**config.mk**
```make
export PLATFORM = sky130hd
export DESIGN_NAME = motor_drive_sequencer
export DESIGN_NICKNAME = d
export VERILOG_FILES = /design/src/rtl/motor_drive_sequencer.sv
export SDC_FILE = /design/constraint.sdc
export NUM_CORES = 1
export LEC_CHECK = 0
export ABC_CLOCK_PERIOD_IN_PS = 2100
export CAP_MARGIN = 20
export CELL_PAD_IN_SITES_DETAIL_PLACEMENT = 1
export CELL_PAD_IN_SITES_GLOBAL_PLACEMENT = 1
export CORE_ASPECT_RATIO = 2
export CORE_MARGIN = 2
export CORE_UTILIZATION = 41
export CTS_CLUSTER_DIAMETER = 100
export DETAILED_ROUTE_END_ITERATION = 7
export MAX_ROUTING_LAYER = met4
export PLACE_DENSITY = 0.8
export SYNTH_ARGS = -nofsm -noshare
export SYNTH_HDL_FRONTEND = slang
export SYNTH_SLANG_ARGS = --single-unit
```
**constraint.sdc**
```tcl
create_clock -name clk -period 2.1 [get_ports clk]
set_clock_uncertainty 0.05 [all_clocks]
set_input_delay 0.21 -clock clk [delete_from_list [all_inputs] [get_ports clk]]
set_output_delay 0.21 -clock clk [all_outputs]
set_load 0.01 [all_outputs]
```
**src/rtl/motor_drive_sequencer.sv**
```systemverilog
// H-bridge command sequencer: auto/manual arbitration, shoot-through rejection, reversal dead time, PWM gate.
// Optional manual-source watchdog is compiled in with `define MOTOR_SEQ_WDOG_EN.
module motor_drive_sequencer #(
  parameter int unsigned PWM_BITS    = 8,
  parameter int unsigned DEAD_CYCLES = 16,
  parameter int unsigned WDOG_CYCLES = 1024
) (
  input  logic                clk,
  input  logic                reset,
  input  logic [3:0]          auto_cmd_i,
  input  logic                auto_valid_i,
  input  logic [3:0]          man_cmd_i,
  input  logic                man_valid_i,
  input  logic                man_sel_i,
  input  logic [PWM_BITS-1:0] duty_i,
  output logic [3:0]          motors_o,
  output logic                grant_man_o,
  output logic                busy_o,
  output logic                fault_o,
  output logic                wdog_to_o
);

  localparam int unsigned DeadW = $clog2(DEAD_CYCLES + 1);
  localparam logic [DeadW-1:0] DeadLoad = DeadW'(DEAD_CYCLES);
  localparam logic [DeadW-1:0] DeadOne  = DeadW'(1);

  if (DEAD_CYCLES < 1) begin : g_bad_dead
    $error("DEAD_CYCLES must be at least 1");
  end
  if (WDOG_CYCLES < 2) begin : g_bad_wdog
    $error("WDOG_CYCLES must be at least 2");
  end

  typedef enum logic [1:0] {
    S_IDLE = 2'd0,
    S_RUN  = 2'd1,
    S_DEAD = 2'd2
  } state_e;

  // A pair with both legs on would short the supply; drop that motor to coast.
  function automatic logic [1:0] sanitise_pair(input logic [1:0] pair);
    return (pair == 2'b11) ? 2'b00 : pair;
  endfunction

  function automatic logic is_reversal(input logic [1:0] cur, input logic [1:0] nxt);
    return ((cur == 2'b10) && (nxt == 2'b01)) || ((cur == 2'b01) && (nxt == 2'b10));
  endfunction

  state_e              state_q;
  logic [3:0]          applied_q;
  logic [3:0]          pending_q;
  logic [DeadW-1:0]    dead_cnt_q;
  logic [PWM_BITS-1:0] pwm_cnt_q;
  logic [3:0]          motors_q;
  logic                grant_man_q;
  logic                busy_q;
  logic                fault_q;

  logic                switch_s;
  logic                wdog_fire_s;
  logic [3:0]          raw_cmd_s;
  logic                raw_valid_s;
  logic                accept_s;
  logic [3:0]          cmd_s;
  logic                bad_s;
  logic                reversal_s;
  logic [3:0]          pending_d;

  // Pick the command accepted this cycle: source switch, then watchdog, then selected strobe.
  always_comb begin
    switch_s    = (man_sel_i != grant_man_q);
    raw_cmd_s   = 4'b0000;
    raw_valid_s = 1'b0;
    accept_s    = 1'b0;
    cmd_s       = 4'b0000;
    bad_s       = 1'b0;
    if (grant_man_q) begin
      raw_cmd_s   = man_cmd_i;
      raw_valid_s = man_valid_i;
    end else begin
      raw_cmd_s   = auto_cmd_i;
      raw_valid_s = auto_valid_i;
    end
    if (switch_s || wdog_fire_s) begin
      accept_s = 1'b1;
    end else if (raw_valid_s) begin
      accept_s = 1'b1;
      cmd_s    = {sanitise_pair(raw_cmd_s[3:2]), sanitise_pair(raw_cmd_s[1:0])};
      bad_s    = (raw_cmd_s[3:2] == 2'b11) || (raw_cmd_s[1:0] == 2'b11);
    end else begin
      accept_s = 1'b0;
    end
    reversal_s = is_reversal(applied_q[3:2], cmd_s[3:2]) |
                 is_reversal(applied_q[1:0], cmd_s[1:0]);
    pending_d  = accept_s ? cmd_s : pending_q;
  end

  // Sequencer FSM with registered bridge drive, PWM counter and status flags.
  always_ff @(posedge clk) begin
    if (reset) begin
      state_q     <= S_IDLE;
      applied_q   <= 4'b0000;
      pending_q   <= 4'b0000;
      dead_cnt_q  <= '0;
      pwm_cnt_q   <= '0;
      motors_q    <= 4'b0000;
      grant_man_q <= 1'b0;
      busy_q      <= 1'b0;
      fault_q     <= 1'b0;
    end else begin
      pwm_cnt_q   <= pwm_cnt_q + PWM_BITS'(1);
      grant_man_q <= man_sel_i;
      motors_q    <= applied_q & {4{pwm_cnt_q < duty_i}};
      busy_q      <= (state_q == S_DEAD);
      if (bad_s) begin
        fault_q <= 1'b1;
      end
      case (state_q)
        S_IDLE: begin
          if (accept_s && (cmd_s != 4'b0000)) begin
            applied_q <= cmd_s;
            state_q   <= S_RUN;
          end
        end
        S_RUN: begin
          if (accept_s) begin
            if (reversal_s) begin
              pending_q  <= cmd_s;
              applied_q  <= 4'b0000;
              dead_cnt_q <= DeadLoad;
              state_q    <= S_DEAD;
            end else begin
              applied_q <= cmd_s;
              state_q   <= (cmd_s == 4'b0000) ? S_IDLE : S_RUN;
            end
          end
        end
        S_DEAD: begin
          // Late commands only retarget the pending command; the off time never restarts.
          if (dead_cnt_q == DeadOne) begin
            applied_q  <= pending_d;
            pending_q  <= 4'b0000;
            dead_cnt_q <= '0;
            state_q    <= (pending_d == 4'b0000) ? S_IDLE : S_RUN;
          end else begin
            pending_q  <= pending_d;
            dead_cnt_q <= dead_cnt_q - DeadOne;
          end
        end
        default: begin
          state_q   <= S_IDLE;
          applied_q <= 4'b0000;
          pending_q <= 4'b0000;
        end
      endcase
    end
  end

`ifdef MOTOR_SEQ_WDOG_EN
  localparam int unsigned WdogW = $clog2(WDOG_CYCLES + 1);
  localparam logic [WdogW-1:0] WdogLast = WdogW'(WDOG_CYCLES - 1);
  localparam logic [WdogW-1:0] WdogMax  = WdogW'(WDOG_CYCLES);

  logic [WdogW-1:0] wdog_cnt_q;
  logic             wdog_to_q;

  assign wdog_fire_s = grant_man_q & ~switch_s & ~man_valid_i & (wdog_cnt_q == WdogLast);

  // Counts manual-source silence; saturates after firing so the stop is issued once.
  always_ff @(posedge clk) begin
    if (reset || !grant_man_q || switch_s) begin
      wdog_cnt_q <= '0;
      wdog_to_q  <= 1'b0;
    end else if (man_valid_i) begin
      wdog_cnt_q <= '0;
      wdog_to_q  <= 1'b0;
    end else if (wdog_fire_s) begin
      wdog_cnt_q <= WdogMax;
      wdog_to_q  <= 1'b1;
    end else if (wdog_cnt_q != WdogMax) begin
      wdog_cnt_q <= wdog_cnt_q + WdogW'(1);
    end
  end

  assign wdog_to_o = wdog_to_q;
`else
  assign wdog_fire_s = 1'b0;
  assign wdog_to_o   = 1'b0;
`endif

  assign motors_o    = motors_q;
  assign grant_man_o = grant_man_q;
  assign busy_o      = busy_q;
  assign fault_o     = fault_q;

endmodule
```
==> results.rst <==
.. list-table::
   :header-rows: 1

   * - Metric
     - Value
   * - Pre-CTS WS
     - -30.10 ps
   * - CTS HTree Levels
     - 2
   * - Power Dens Cells
     - 646.5 mW/mm^2
   * - Total via count in the routed design
     - 1819
   * - Hold Path Class
     - reg -> reg
   * - Area growth from synthesis to layout
     - 28.01%
   * - Number of hold violations in the final report
     - 0
   * - Highest routing layer actually used
     - met4
   * - Gr ovfl total
     - 0
   * - Total die area
     - 0.005362 sq mm
   * - Cell row count
     - 35
   * - Share of cells above drive strength 1
     - 0.1667
   * - Maximum fanout count along the critical path
     - 6
   * - GRT Util Overall
     - 0.2275
   * - Wire length of the first global-routing pass
     - 8.576 mm
   * - Vias in the first global route
     - 1935
   * - Number of slew-limit violations in the final report
     - 0
   * - Drt initial violations
     - 35
   * - Final TNS setup
     - 0 ps
   * - FF-to-FF Start
     - grant_man_o$_SDFF_PP0_
   * - Total of cells resized after clock tree synthesis
     - 0
   * - Total wire length
     - 5.390 mm
   * - Total inserted antenna cells
     - 0
   * - Worst Setup End Kind
     - register
   * - Number of cell instances on the worst register-to-register path
     - 7
   * - Routed wire per std cell
     - 16.90 um
   * - Antenna violations before repair
     - 0
   * - Clk Tree Root Cell
     - clkbuf_8
   * - Upper clock frequency limit
     - 0.5210 GHz
   * - CTS tree
     - done
   * - Area share of the largest cell type after synthesis
     - 0.3077
   * - Gp weighted congestion
     - 0.9106
   * - Top cell type by total area after synthesis
     - dfxtp_1
   * - Relative slew margins
     - 0.6293
   * - Dominant synthesized flop cell
     - dfxtp_1
   * - Number of violations of the max-capacitance limit
     - 0
   * - Mean post-synth cell area
     - 8.954 sq um
   * - Count of flip-flops with a built-in enable after synthesis
     - 0
   * - Run status
     - complete, no violations
   * - Sequential fraction of the synthesis area
     - 0.3077
   * - Maximum count of clock buffers along a single path
     - 2
   * - Smallest setup slack after layout
     - 180.5 ps
   * - Startpoint types
     - register
   * - CTS Sinks
     - 30
   * - Die span in x
     - 52.79 um
   * - Type of the setup path with the least slack
     - reg -> reg
   * - Core Footprint
     - 0.004598 sq mm
   * - Destination of the worst hold path
     - pwm_cnt_q[0]$_SDFF_PP0_
   * - Flop2flop setup slack
     - 180 ps
   * - Top-level I/O count
     - 29
   * - Remaining number of nets flagged by the antenna check after routing
     - 0
   * - Most common library cell in the layout ignoring fill and taps
     - dfxtp_1
   * - Syn Nets
     - 253
   * - Capture instance of the worst register-to-register path
     - dead_cnt_q[3]$_SDFFE_PP0P_
   * - Detail Route met2 WL
     - 3.156 mm
   * - Cts-stage hold buffer count
     - 0
   * - Transition at the pin with the smallest max-transition slack
     - 551.0 ps
   * - Total Nets Final
     - 298
   * - FF+latch count, synth
     - 30
   * - Detailed-route DRC error count
     - 0
   * - Reg clk slew, reported paths
     - 70 ps
   * - Final critical path time including I/O delays and setup
     - 1920 ps
   * - Synth Cell Area
     - 0.001952 sq mm
   * - Data arrival at the endpoint of the critical path
     - 2050 ps
   * - Pin count of the biggest net entering global routing
     - 20
   * - Initial Util
     - 0.4245
   * - Total number of yosys warnings
     - 0
   * - Count of cells along the worst hold path
     - 1
   * - Commonest non-fill, non-tap cells in the layout
     - dfxtp_1 (29), clkdlybuf4s50_1 (27), inv_1 (21)
   * - Via density
     - 5.702
   * - Worst-case vdd ir drop
     - 0.4653 mV
   * - Most area-consuming cells after synthesis
     - dfxtp_1 (31%), ha_1 (9.0%), inv_1 (4.0%)
   * - Hold_sp
     - pwm_cnt_q[0]$_SDFF_PP0_
   * - Count of input and output buffers
     - 27
   * - Final Setup Violations
     - 0
   * - Met3 layer wire length in the routed design
     - 181 um
   * - Clk_lat worst skew
     - 290 ps
   * - Share of async-settable or async-resettable flops after synthesis
     - 0
   * - Gate count after technology mapping
     - 218
   * - Unrepaired setup endpoints after global routing
     - false
   * - Count of different cell masters after synthesis
     - 60
   * - Met1 routed wirelength after detailed routing
     - 1.787 mm
   * - Number of buffers inserted by post-CTS setup repair
     - 0
   * - Die outline height
     - 101.6 um
   * - Static power due to leakage
     - 1.015 nW
   * - Final critical-path share of the clock period
     - 0.9141
   * - TritonCTS Buffers
     - 5
   * - Drt first pass iters
     - 4
   * - Detailed-placement wirelength estimate
     - 4.318 mm
   * - Required time at the endpoint of the critical path
     - 2230 ps
## worst max path at each step
stage                            start                         end  slack, ps  cells past startpoint
3_5_place_dp             auto_cmd_i[2]   applied_q[0]$_SDFFE_PP0P_        -30                      7
5_1_grt         grant_man_o$_SDFF_PP0_  dead_cnt_q[0]$_SDFFE_PP0P_         80                      7
3_3_place_gp             auto_cmd_i[2]   applied_q[0]$_SDFFE_PP0P_         -9                      7
4_1_cts         grant_man_o$_SDFF_PP0_  dead_cnt_q[1]$_SDFFE_PP0P_          2                      7
2_1_floorplan  state_q[0]$_SDFFE_PP0P_   applied_q[0]$_SDFFE_PP0P_        270                      9
6_report        grant_man_o$_SDFF_PP0_  dead_cnt_q[3]$_SDFFE_PP0P_        180                      7
## synth_stat cells (all sizes together) (2+ instances only)
master and n:
dfxtp 30, inv 21, nor2 20, ha 14, o21ai 11, nand3b 10, nand2 9, nand3 9
a21oi 7, nand2b 7, a22o 6, nor2b 6, o22ai 6, a32o 5, xnor2 5, buf 4
xor2 4, a31oi 3, and3 3, clkbuf 3, mux2i 3, o21a 3, o32ai 3, a2bb2oi 2
mux2 2, nor3 2, o2bb2ai 2
## where the power goes
part / total, mW / internal (mW) / switching (mW)
clock: 0.585 / 0.349 / 0.236
combinational: 0.414 / 0.195 / 0.219
sequential: 0.616 / 0.591 / 0.0248
## routing by layer
metal,track usage,vias up
li1,-,871
met1,0.1876,882
met2,0.4394,46
met3,0.04277,20
met4,0.1262,0
met5,-,-
## area by class of cell
| cell class | instances | area, sq um |
|---|---|---|
| Multi-Input combinational cell | 160 | 1222 |
| Timing Repair Buffer | 45 | 417.9 |
| Clock buffer | 5 | 68.82 |
| Tap cell | 55 | 68.82 |
| Clock inverter | 3 | 40.04 |
| Sequential cell | 30 | 601.8 |
| Fill cell | 575 | 2100 |
| Inverter | 21 | 78.83 |
## per-stage QoR
| stage | hold slack (ps) | power (mW) | util | cells | area, sq um |
|---|---|---|---|---|---|
| after floorplan | 288.2 | 0.8845 | - | 218 | 1952 |
| after global placement | 398.8 | 1.038 | 0.5195 | 311 | 2389 |
| after detailed placement | 407.1 | 1.044 | 0.5195 | 311 | 2389 |
| after CTS | 421.5 | 1.629 | 0.5431 | 319 | 2497 |
| after global routing | 459.4 | 1.691 | 0.5434 | 319 | 2499 |
| final | 416.8 | 1.615 | 0.5434 | 319 | 2499 |
## flip-flops by register name, indices dropped and copies added (netlist names)
signal       flops
grant_man_o      1
pwm_cnt_q        8
dead_cnt_q       5
applied_q        4
state_q          2
fault_o          1
busy_o           1
pending_q        4
motors_o         4
## critical path: stages (launching register included)
cell and delay [ps]:
dfxtp_2 440, mux2i_1 300, nand2_1 110, buf_4 150, o22a_4 260, a21oi_4 230
o22ai_1 140, o2bb2ai_1 130
## cells by family (layout without fill, tap and decap cells)
kind of cell	Yosys count	count (layout)	synth area share
multiplexers	5	5	0.03525
buffers and inverters	28	74	0.06602
other	1	1	0.001921
XOR/XNOR	9	9	0.04038
AO/OA/AOI/OAI	60	60	0.2603
AND/OR/NAND/NOR	71	71	0.1987
flip-flops	30	30	0.3077
adder cells (fa/ha/maj)	14	14	0.08974
No activity file was read; power rests on OpenSTA's default activity.
